==> config.mk <==
export PLATFORM = sky130hd
export DESIGN_NAME = topk_argmax
export DESIGN_NICKNAME = d
export VERILOG_FILES = /design/src/rtl/topk_argmax.sv
export SDC_FILE = /design/constraint.sdc
export NUM_CORES = 1
export LEC_CHECK = 0
export BUFFER_PORTS_ARGS = -buffer_cell sky130_fd_sc_hd__clkbuf_2
export CORE_UTILIZATION = 38
export DETAILED_ROUTE_END_ITERATION = 6
export SLEW_MARGIN = 20
export SYNTH_ARGS = -nofsm -noshare
export SYNTH_HDL_FRONTEND = slang
export SYNTH_SLANG_ARGS = --single-unit
==> constraint.sdc <==
create_clock -name clk -period 5.22 [get_ports clk]
set_input_delay 0.522 -clock clk [delete_from_list [all_inputs] [get_ports clk]]
set_output_delay 0.522 -clock clk [all_outputs]
set_load 0.01 [all_outputs]
==> src/rtl/topk_argmax.sv <==
// topk_argmax: streaming top-K selector over fp16 class scores.
// Accepts one score beat per cycle, keeps the K best {score, label} entries
// sorted descending, and presents them after the last beat of a frame until
// the consumer takes them. NaN beats are never ranked; they only raise nan_seen.
module topk_argmax #(
    parameter int NUM_C = 10,
    parameter int TOP_K = 3,
    localparam int LBL_W = $clog2(NUM_C),
    localparam int CNT_W = $clog2(TOP_K + 1)
) (
    input  logic                     clk,
    input  logic                     rst,
    input  logic                     clear,
    input  logic                     in_valid,
    output logic                     in_ready,
    input  logic [15:0]              in_score,
    input  logic [LBL_W-1:0]         in_label,
    input  logic                     in_last,
    output logic                     out_valid,
    input  logic                     out_ready,
    output logic [TOP_K*LBL_W-1:0]   out_labels,
    output logic [TOP_K*16-1:0]      out_scores,
    output logic [CNT_W-1:0]         out_count,
    output logic                     nan_seen
);

    typedef enum logic [0:0] {
        ACC  = 1'b0,
        DONE = 1'b1
    } state_t;

    localparam logic [15:0] NEG_INF = 16'hFC00;

    // fp16 NaN: all-ones exponent with a nonzero mantissa.
    function automatic logic is_nan(input logic [15:0] v);
        return (v[14:10] == 5'h1F) && (v[9:0] != 10'h000);
    endfunction

    // Map a non-NaN fp16 value to an unsigned key whose integer order is the
    // numeric order. -0 is folded onto +0 first so the two compare equal.
    function automatic logic [15:0] order_key(input logic [15:0] v);
        logic [15:0] m;
        m = (v == 16'h8000) ? 16'h0000 : v;
        if (m[15]) begin
            order_key = ~m;
        end else begin
            order_key = m | 16'h8000;
        end
    endfunction

    state_t                 state_r, state_nxt_s;
    logic                   in_ready_r, out_valid_r;
    logic [TOP_K-1:0]       occ_r, occ_nxt_s;
    logic [15:0]            score_r     [TOP_K];
    logic [15:0]            score_nxt_s [TOP_K];
    logic [LBL_W-1:0]       label_r     [TOP_K];
    logic [LBL_W-1:0]       label_nxt_s [TOP_K];
    logic [CNT_W-1:0]       count_r, count_nxt_s;
    logic                   nan_r, nan_nxt_s;

    logic                   beat_acc_s, beat_nan_s, ins_s, hs_s;
    logic [15:0]            new_key_s;
    logic [TOP_K-1:0]       gt_s, prev_gt_s;
    logic [TOP_K-1:0]       sh_occ_s;
    logic [15:0]            sh_score_s [TOP_K];
    logic [LBL_W-1:0]       sh_label_s [TOP_K];

    // Handshake decode and per-slot "new beat ranks above this slot" compare.
    always_comb begin
        beat_acc_s = in_valid && (state_r == ACC);
        hs_s       = out_ready && (state_r == DONE);
        beat_nan_s = is_nan(in_score);
        ins_s      = beat_acc_s && !beat_nan_s;
        new_key_s  = order_key(in_score);
        gt_s       = '0;
        prev_gt_s  = '0;
        sh_occ_s   = '0;
        for (int i = 0; i < TOP_K; i++) begin
            // Strictly greater keeps earlier arrivals ahead on ties.
            gt_s[i]       = !occ_r[i] || (new_key_s > order_key(score_r[i]));
            sh_score_s[i] = NEG_INF;
            sh_label_s[i] = '0;
        end
        for (int i = 1; i < TOP_K; i++) begin
            prev_gt_s[i]  = gt_s[i-1];
            sh_occ_s[i]   = occ_r[i-1];
            sh_score_s[i] = score_r[i-1];
            sh_label_s[i] = label_r[i-1];
        end
    end

    // Next slot contents: insert at the first slot the beat beats, shift the rest down.
    always_comb begin
        occ_nxt_s   = occ_r;
        score_nxt_s = score_r;
        label_nxt_s = label_r;
        count_nxt_s = count_r;
        nan_nxt_s   = nan_r;
        if (ins_s) begin
            for (int i = 0; i < TOP_K; i++) begin
                if (!gt_s[i]) begin
                    occ_nxt_s[i]   = occ_r[i];
                end else if (!prev_gt_s[i]) begin
                    occ_nxt_s[i]   = 1'b1;
                    score_nxt_s[i] = in_score;
                    label_nxt_s[i] = in_label;
                end else begin
                    occ_nxt_s[i]   = sh_occ_s[i];
                    score_nxt_s[i] = sh_score_s[i];
                    label_nxt_s[i] = sh_label_s[i];
                end
            end
            if (count_r != CNT_W'(TOP_K)) begin
                count_nxt_s = count_r + CNT_W'(1);
            end else begin
                count_nxt_s = count_r;
            end
        end else begin
            count_nxt_s = count_r;
        end
        if (beat_acc_s && beat_nan_s) begin
            nan_nxt_s = 1'b1;
        end else begin
            nan_nxt_s = nan_r;
        end
    end

    // FSM next state: last beat closes the frame, output handshake or clear reopens it.
    always_comb begin
        state_nxt_s = state_r;
        case (state_r)
            ACC: begin
                if (beat_acc_s && in_last) begin
                    state_nxt_s = DONE;
                end else begin
                    state_nxt_s = ACC;
                end
            end
            DONE: begin
                if (hs_s) begin
                    state_nxt_s = ACC;
                end else begin
                    state_nxt_s = DONE;
                end
            end
            default: state_nxt_s = ACC;
        endcase
        if (clear) begin
            state_nxt_s = ACC;
        end else begin
            state_nxt_s = state_nxt_s;
        end
    end

    // FSM state register with registered handshake outputs.
    always_ff @(posedge clk) begin
        if (rst) begin
            state_r     <= ACC;
            in_ready_r  <= 1'b1;
            out_valid_r <= 1'b0;
        end else begin
            state_r     <= state_nxt_s;
            in_ready_r  <= (state_nxt_s == ACC);
            out_valid_r <= (state_nxt_s == DONE);
        end
    end

    // Slot storage, count and NaN flag; reset, clear and result handoff all empty the slots.
    always_ff @(posedge clk) begin
        if (rst || clear || hs_s) begin
            occ_r   <= '0;
            count_r <= '0;
            nan_r   <= 1'b0;
            for (int i = 0; i < TOP_K; i++) begin
                score_r[i] <= NEG_INF;
                label_r[i] <= '0;
            end
        end else begin
            occ_r   <= occ_nxt_s;
            count_r <= count_nxt_s;
            nan_r   <= nan_nxt_s;
            for (int i = 0; i < TOP_K; i++) begin
                score_r[i] <= score_nxt_s[i];
                label_r[i] <= label_nxt_s[i];
            end
        end
    end

    // Flatten slot registers onto the output buses, slot 0 in the LSBs.
    always_comb begin
        out_labels = '0;
        out_scores = '0;
        for (int i = 0; i < TOP_K; i++) begin
            out_labels[i*LBL_W +: LBL_W] = label_r[i];
            out_scores[i*16 +: 16]       = score_r[i];
        end
    end

    assign in_ready  = in_ready_r;
    assign out_valid = out_valid_r;
    assign out_count = count_r;
    assign nan_seen  = nan_r;

endmodule

==> metrics, run 1 <==
total CTS buffers=9; DP HPWL=11100 microns; WP data required=5.40 ns; total die area=13700 sq um; WP data arrival=4.47 ns; Pins Over Slew Limit=0; most common cell after layout, fill and taps aside=clkbuf_2; most used flip-flop cell after synthesis=dfxtp_1; Slew headroom=32.8%; min cycle time layout=4.29 ns; CTS tree=yes; initial antenna violation count=0; Filler Cells Inserted=1304; DR pass1 iterations=4; Vias per Instance=5.61; Crit. End Element=flop; Post-synth EDFFs=0; element type at the critical path start=primary input; DRT iter0 DRCs=271; Nets=751; row cnt=41; die width=117 microns; Initial Util=39.4%; DR vias=4807; Fin. Hold Viols=0; leakage power total=2.55 nW; actual slew at the worst max-slew pin=1.00 ns; RSZ-0062 raised after global routing=false; run status=completed; Resized Gates After CTS=0; port bufs=90; Hold Crit Class=primary input to flop; maximum buffer depth of the clock tree=2; chip height=117 microns; area of the multi-input gates=3450 sq um; Netlist cell types=55; drt drc=0; commonest cells after routing, fill and taps aside=90 x clkbuf_2, 68 x dfxtp_1, 61 x nand2_1, 52 x a21oi_1, 45 x xor2_1; Peak supply drop=0.000146 V; Cells after Synth=606; GPL Wtd Cong=0.905; clock slew seen by the registers of the worst setup and hold paths=0.05 ns; pin count of the biggest net entering global routing=46; final setup vio count=0; synthesized area=5030 sq um; # hold bufs at CTS=0; Clk Latency, worst-skew pair=0.35 ns; worst-path maximum fanout=22; synthesis-to-finish area growth=18.6%; register bit count reported by yosys=68; # Post-CTS Setup Buffers=0; Syn Area/Cell=8.30 sq um; share of layout cells above drive strength 1=19.4%; Cell Count, Final, Fillers Out=857; I/O Pins=91; Final Cycle Share=82.2%; hold slack=0.430 ns; Final Skew=0.00457 ns; Ant. Diodes=0; Synth async-reset ratio=0%; final antenna-violating net count=0; pwr dens=248 nW/um^2; register area=1360 sq um; first-pass GRT wire length=23300 microns; CP Class=primary input to flop; synthesis warning total=0; Seq/Total Area, Yosys=27.1%; Layout Utilization=46.7%; dpl cells=842; Max Freq=233 MHz; Synthesized Nets=675; WL final=14600 microns; Routed wire per std cell=17.0 microns; Core ar.=12800 sq um; maxcap violations=0; GRT Total Usage=22.5%; vias in the first global route=4526; Fin Setup TNS=0 ns; clock sinks=68; CTS H-tree depth=3; root buffer cell=clkbuf_16; GRT Residual Overflow=0
==> synthesized netlist by cell type (7+ instances only) <==
cell type	count	area share (%)
nor3_1	14	1.4
clkbuf_1	22	1.6
a21oi_1	52	5.2
o21ai_0	41	4.1
xnor2_1	17	3.0
nand2_1	61	4.6
nor4_1	11	1.4
o21ai_1	14	1.4
buf_2	8	0.80
nand4_1	12	1.5
ha_1	43	11
o31ai_1	16	2.4
xor2_1	45	7.8
nor2_1	30	2.2
dfxtp_1	68	27
inv_1	10	0.75
mux2i_1	36	7.2
a21o_1	12	1.8
buf_1	7	0.52
o211ai_1	16	2.4
==> metrics by stage <==
stage,instance area [sq um],total power (W),setup slack (ns)
after floorplan,5030,0.000778,0.696
after global placement,5650,0.000870,0.580
after detailed placement,5650,0.000879,0.427
after CTS,5950,0.00149,0.791
after global routing,5960,0.00156,0.655
final,5960,0.00148,0.932
==> logic make-up (layout without fill, tap and decap cells) <==
family                     Yosys count  count (layout)  synth area share, %
AOI/OAI and AO/OA                  181             181                 22.5
muxes                               36              36                 7.17
and+or+nand+nor                    161             161                 16.6
DFF                                 68              68                 27.1
adders and majority gates           45              45                 11.1
buffers and inverters               53             132                 4.75
xor gates and xnor gates            62              62                 10.8
==> area by class of cell <==
type	count	area share [%]
Clock buffer	12	4.30
Clock inverter	2	0.588
Inverter	11	0.693
Multi-Input combinational cell	485	57.9
Sequential cell	68	22.8
Tap cell	172	3.61
Timing Repair Buffer	107	10.0
==> report_power, final <==
part           leakage (nW)  total (W)  switching [W]  internal, W
clock                 0.145   0.000606       0.000217     0.000389
sequential            0.554   0.000563      0.0000252     0.000538
combinational          1.85   0.000307       0.000182     0.000125
total                  2.55    0.00148       0.000425      0.00105
==> path summary, 6_finish.rpt <==
kind / from / end / slack [ns] / depth (start not counted)
hold reg to reg: nan_seen / nan_seen / 0.49 / 2
setup reg to reg: out_scores[34] / out_scores[39] / 1.06 / 15
setup / recovery: in_score[4] / out_scores[33] / 0.93 / 14
hold / removal: in_label[1] / out_labels[1] / 0.43 / 3
==> sequential cells by signal, indices dropped and copies added (netlist names) <==
name / count
out_scores: 48
out_labels: 12
occ_r: 3
out_count: 2
in_ready: 1
nan_seen: 1
out_valid: 1
==> metal layers <==
metal / part of all wire [%] / GRT usage [%] / vias to the layer above
li1: - / - / 2370
met1: 47 / 28.5 / 2294
met2: 47 / 37.5 / 120
met3: 4.6 / 4.43 / 23
met4: 2.2 / 9.20 / 0
met5: 0 / 0 / -
==> critical path: stages <==
cell and delay (ns):
clkbuf_2 0.13, or4_4 0.59, nor4_4 0.46, buf_4 0.32, nor2_1 0.16, ha_1 0.32, and4_1 0.18, nand4_1 0.17
nor3_1 0.27, and4_1 0.41, or2_1 0.17, buf_4 0.32, mux2i_1 0.32, a21oi_1 0.10
(Power assumes the default switching activity.)
==> run 2: changes to the inputs <==
==> constraint.sdc (replaced) <==
create_clock -name clk -period 4 [get_ports clk]
set_input_delay 0.4 -clock clk [delete_from_list [all_inputs] [get_ports clk]]
set_output_delay 0.4 -clock clk [all_outputs]
set_load 0.01 [all_outputs]
==> run 2 against run 1 <==
  * Routed wire length is 4.9% higher
  * Sequential share of layout area shrank 1.1 points
  * Combinational power increased by 43%
  * Clock-buffer cell count unchanged
  * Via count is 1.5% higher
  * Clock power increased by 39%
  * Largest power group unchanged
  * Highest routed layer unchanged
==> metrics, run 2 (synthesis gave the netlist of run 1 again) <==
Clk Latency, worst-skew pair=0.34 ns; Crit. End Element=flop; Fin. Hold Viols=0; first-pass GRT wire length=24600 microns; CP endpoint=out_scores[30]; CP peak stage delay=0.62 ns; family with the most delay on the worst path=simple AND/OR/NAND/NOR gates; drt drc=0; # hold bufs at CTS=0; Slew headroom=50.1%; die width=117 microns; Max Freq=264 MHz; share of layout cells above drive strength 1=23.4%; synthesis-to-finish area growth=24.8%; WP data required=4.21 ns; Reg2Reg Depth=14; Fin Setup TNS=0 ns; row cnt=41; GRT Total Usage=23.6%; root buffer cell=clkbuf_16; Initial Util=39.4%; Hold Crit Class=primary input to flop; max reg flops=48; total die area=13700 sq um; CP bufs+invs=3; min cycle time layout=3.79 ns; maxcap violations=0; CP startpoint=in_score[0]; clock sinks=68; Crit. path cell count=15; launching point of the worst reg2reg path=out_scores[12]; worst path cell trace=clkbuf_2 -> or4_1 -> nor4_4 -> buf_4 -> nor2_1 -> ha_1 -> a21o_1 -> a21oi_1 -> o211a_1 -> maj3_1 -> o311a_4 -> or2_1 -> buf_4 -> nor3_4 -> a21oi_1; Final Skew=0.00781 ns; GRT Residual Overflow=0; Routed wire per std cell=17.3 microns; Core ar.=12800 sq um; reg2reg setup slack=0.41 ns; DR vias=4877; initial antenna violation count=0; DRT iter0 DRCs=225; element type at the critical path start=primary input; DR pass1 iterations=5; worst-path maximum fanout=22; Peak supply drop=0.000285 V; area post-placement=5960 sq um; actual slew at the worst max-slew pin=0.743 ns; GPL Wtd Cong=0.911; final antenna-violating net count=0; pin count of the biggest net entering global routing=65; commonest cells after routing, fill and taps aside=90 x clkbuf_2, 68 x dfxtp_1, 61 x nand2_1, 52 x a21oi_1, 45 x xor2_1; run status=completed; most common cell after layout, fill and taps aside=clkbuf_2; CTS H-tree depth=3; vias in the first global route=4722; Pins Over Slew Limit=0; RSZ-0062 raised after global routing=false; Final Cell Area=6270 sq um; dpl cells=866; Ant. Diodes=0; CP Class=primary input to flop; CP max stage cell=or4_1; Final Cycle Share=94.7%; DP HPWL=11800 microns; final setup vio count=0; leakage power total=2.68 nW; chip height=117 microns; pwr dens=321 nW/um^2; Cell Count, Final, Fillers Out=882; port bufs=90; clock slew seen by the registers of the worst setup and hold paths=0.06 ns; WP data arrival=4.00 ns; Filler Cells Inserted=1259; Nets=774; total CTS buffers=9; end of the worst register-to-register path=out_scores[6]; WL final=15300 microns; maximum buffer depth of the clock tree=2; Vias per Instance=5.53; CTS tree=yes; Power, Total=0.00201 W; I/O Pins=91
[run 2: routing by layer]
metal | global-route usage [%] | up-vias | wire [microns]
met5 | 0 | - | 0
met4 | 8.69 | 0 | 338
met3 | 4.17 | 25 | 712
met2 | 41.5 | 130 | 7480
met1 | 28.9 | 2295 | 6750
li1 | - | 2427 | -
[run 2: power by group]
group	total (W)	leakage, nW	switching, W	internal [W]
clock	0.000840	0.151	0.000294	0.000546
combinational	0.000439	1.98	0.000252	0.000187
sequential	0.000734	0.554	0.0000328	0.000701
[run 2: what timing repair did]
item,CTS,global route
endpoints found under the hold margin,0,0
endpoints found under the setup margin,0,3
buffers inserted,0,0
resized for setup,0,1
[run 2: through the flow]
step	hold slack [ns]	setup slack (ns)	util (%)
final	0.325	0.211	49.1
after global routing	0.334	0.0133	49.1
after CTS	0.319	0.240	49.1
after detailed placement	0.492	-0.0946	46.6
after global placement	0.469	-0.000625	46.6
after floorplan	0.445	-0.0945	-
[run 2: worst min-delay path by stage]
| stage | from | to | slack, ns | cells after the start |
|---|---|---|---|---|
| final | in_label[1] | out_labels[1] | 0.33 | 3 |
| after global routing | in_label[1] | out_labels[1] | 0.33 | 3 |
| after floorplan | occ_r[0] | occ_r[1] | 0.45 | 2 |
| after detailed placement | nan_seen | nan_seen | 0.49 | 2 |
| after global placement | nan_seen | nan_seen | 0.47 | 2 |
| after CTS | in_label[0] | out_labels[0] | 0.32 | 3 |
[run 2: final cells by class]
cell class | instances | area, sq um | share of cell area [%]
sequential | 68 | 1360 | 21.7
multi-input combinational | 485 | 3540 | 56.5
inverter | 11 | 41.3 | 0.658
clock inverter | 4 | 73.8 | 1.18
tap | 172 | 215 | 3.43
clock buffer | 12 | 236 | 3.77
timing repair buffer | 130 | 801 | 12.8
[run 2: worst reg2reg max path, cell delays in order, from the launching register on]
cell	delay [ns]
dfxtp_1	0.38
nor4b_1	0.58
nand4_1	0.39
nand2_1	0.15
ha_1	0.25
a21o_1	0.15
a21o_1	0.16
a211o_1	0.29
a31oi_1	0.18
o211ai_1	0.15
a21boi_4	0.19
buf_4	0.24
buf_4	0.19
o211ai_1	0.09
o31ai_1	0.11
==> run 3: changes to the inputs <==
--- a/config.mk
+++ b/config.mk
@@ -6,8 +6,9 @@
 export NUM_CORES = 1
 export LEC_CHECK = 0
 export BUFFER_PORTS_ARGS = -buffer_cell sky130_fd_sc_hd__clkbuf_2
-export CORE_UTILIZATION = 38
+export CORE_UTILIZATION = 55
 export DETAILED_ROUTE_END_ITERATION = 6
+export PLACE_DENSITY = 0.79
 export SLEW_MARGIN = 20
 export SYNTH_ARGS = -nofsm -noshare
 export SYNTH_HDL_FRONTEND = slang
==> run 3 against run 2 <==
  * The run now ends with DRC left
  * Clock-buffer cell count fell by 3
  * Maximum frequency is 0.76% higher
  * Via count up 4.1%
  * Routed wire length decreased by 0.90%
  * Die area fell by 30%
  * Combinational power is 2% higher
  * Cell count is 6.3% lower
  * Sequential share of layout area is 0.45 points higher
  * Register-to-register slack got worse by 0.09 ns
  * Non-clock buffer count rose by 8
  * Total power down 9.1%
  * Sequential power about the same
  * Critical path type unchanged
  * Largest power group is now sequential cells
==> metrics, run 3 (synthesis gave the netlist of run 1 again) <==
Core ar.=8810 sq um; port bufs=90; Final Skew=0.0103 ns; WP data required=4.24 ns; launching point of the worst reg2reg path=out_scores[12]; combinational share of power=24.4%; area post-placement=5910 sq um; CP Class=primary input to flop; CTS H-tree depth=3; GRT Total Usage=32.5%; M1 WL=6270 microns; Int Pwr=0.00124 W; worst path cell trace=clkbuf_2 -> or4_1 -> nor4_4 -> buf_12 -> nor2_1 -> buf_4 -> ha_1 -> a21o_1 -> a211oi_1 -> o21ai_0 -> o211a_1 -> o31ai_1 -> a31oi_2 -> buf_4 -> o21ai_0 -> a21oi_1; Max Used Layer=met4; hold slack=0.305 ns; leakage power total=2.67 nW; pwr dens=298 nW/um^2; Final Cycle Share=94.0%; Routed wire per std cell=18.3 microns; commonest cells after routing, fill and taps aside=90 x clkbuf_2, 68 x dfxtp_1, 61 x nand2_1, 52 x a21oi_1; drt drc=10; clock slew seen by the registers of the worst setup and hold paths=0.08 ns; chip height=97.6 microns; RSZ-0062 raised after global routing=false; Crit. End Element=flop; min-delay src=in_label[0]; end of the worst register-to-register path=out_scores[8]; Power, Total=0.00183 W; final setup vio count=0; Reg2Reg Depth=14; routed wl met3=856 microns; Final Cell Area=6150 sq um; CP peak stage delay=0.62 ns; Ant. Diodes=0; synthesis-to-finish area growth=22.3%; DR vias=5076; Hold Crit Class=primary input to flop; element type at the critical path start=primary input; Nets=782; CP max stage cell=or4_1; Max Freq=266 MHz; maxcap violations=0; Vias per Instance=6.15; min cycle time layout=3.76 ns; Fin Setup TNS=0 ns; root buffer cell=clkbuf_8; maximum buffer depth of the clock tree=2; Clk Latency, worst-skew pair=0.36 ns; die width=97.6 microns; failing checks=DRC; Fin. Hold Viols=0; CP startpoint=in_score[0]; first-pass GRT wire length=24600 microns; Pins Over Slew Limit=0; DRT iter0 DRCs=253; reg2reg setup slack=0.32 ns; Peak supply drop=0.000282 V; most common cell after layout, fill and taps aside=clkbuf_2; DR pass1 iterations=7; Place WS=-0.0153 ns; share of total power in the clock network=35.6%; CTS tree=yes; clock sinks=68; routed wl met2=7520 microns; actual slew at the worst max-slew pin=0.722 ns; Filler Cells Inserted=700; hold endpoint=out_labels[0]; Sw Ratio=32.0%; WHS Path Cells=3; total die area=9530 sq um; I/O Pins=91; DP HPWL=11500 microns; vias in the first global route=4979; NetSw=0.000585 W; total CTS buffers=9; Resized Gates After CTS=0; pin count of the biggest net entering global routing=65; WP data arrival=4.00 ns; GPL Wtd Cong=0.942; run status=finished, violations left; row cnt=34; worst-path maximum fanout=20; final antenna-violating net count=0; max reg flops=48; share of layout cells above drive strength 1=24.5%; GRT Residual Overflow=0; PnR worst setup slack=0.239 ns; sequential group share of total power=40.0%; Initial Util=57.1%; initial antenna violation count=0; Slew headroom=51.5%; WL final=15100 microns
run 3: cell types whose count changed in the layout (fill, tap and decap cells not counted), sizes merged:
cell	previous run	this run
inv	10	12
clkbuf	102	99
buf	40	48
clkinvlp	0	1
run 3: worst max path at each step:
| stage | end | cells after the start |
|---|---|---|
| after floorplan | out_labels[10] | 17 |
| after global placement | out_scores[4] | 17 |
| after detailed placement | out_scores[8] | 17 |
| after CTS | out_scores[40] | 14 |
| after global routing | out_scores[28] | 14 |
| final | out_scores[40] | 16 |
run 3: power by group through the flow:
stage | logic, W | registers, W | clock network (W)
2_1_floorplan | 0.000280 | 0.000748 | 0
6_report | 0.000446 | 0.000732 | 0.000651
3_5_place_dp | 0.000439 | 0.000747 | 0
5_1_grt | 0.000493 | 0.000736 | 0.000685
3_3_place_gp | 0.000421 | 0.000746 | 0
4_1_cts | 0.000443 | 0.000731 | 0.000657
run 3: final cells by class:
class | count | area [sq um] | share of cell area [%]
multi-input cells | 485 | 3540 | 57.6
flip-flops and latches | 68 | 1360 | 22.1
repair buffers | 138 | 848 | 13.8
well taps | 108 | 135 | 2.20
clock buffers | 9 | 124 | 2.02
clock inverters | 7 | 98.8 | 1.61
inverters | 11 | 41.3 | 0.672
run 3: metal layers:
layer  vias to the layer above  global-route usage (%)
li1                       2437                       -
met1                      2417                    38.6
met2                       182                    56.5
met3                        40                    6.62
met4                         0                    14.0
met5                         -                       0
run 3: metrics by stage:
step,util (%),instances
finish,69.8,826
global route,69.8,826
CTS,69.6,824
detailed placement,67.1,808
global placement,67.1,808
floorplan,-,606
run 3: worst max-delay path: cells and delay by family:
kind / cells / cell delay, ns
adders and majority gates: 1 / 0.30
and+or+nand+nor: 3 / 1.00
AOI/OAI and AO/OA: 8 / 1.58
buffers and inverters: 4 / 0.71
run 3: timing repair:
action | CTS | global route
setup buffers | 0 | 2
setup endpoints to repair | 0 | 5
hold buffers | 0 | 0
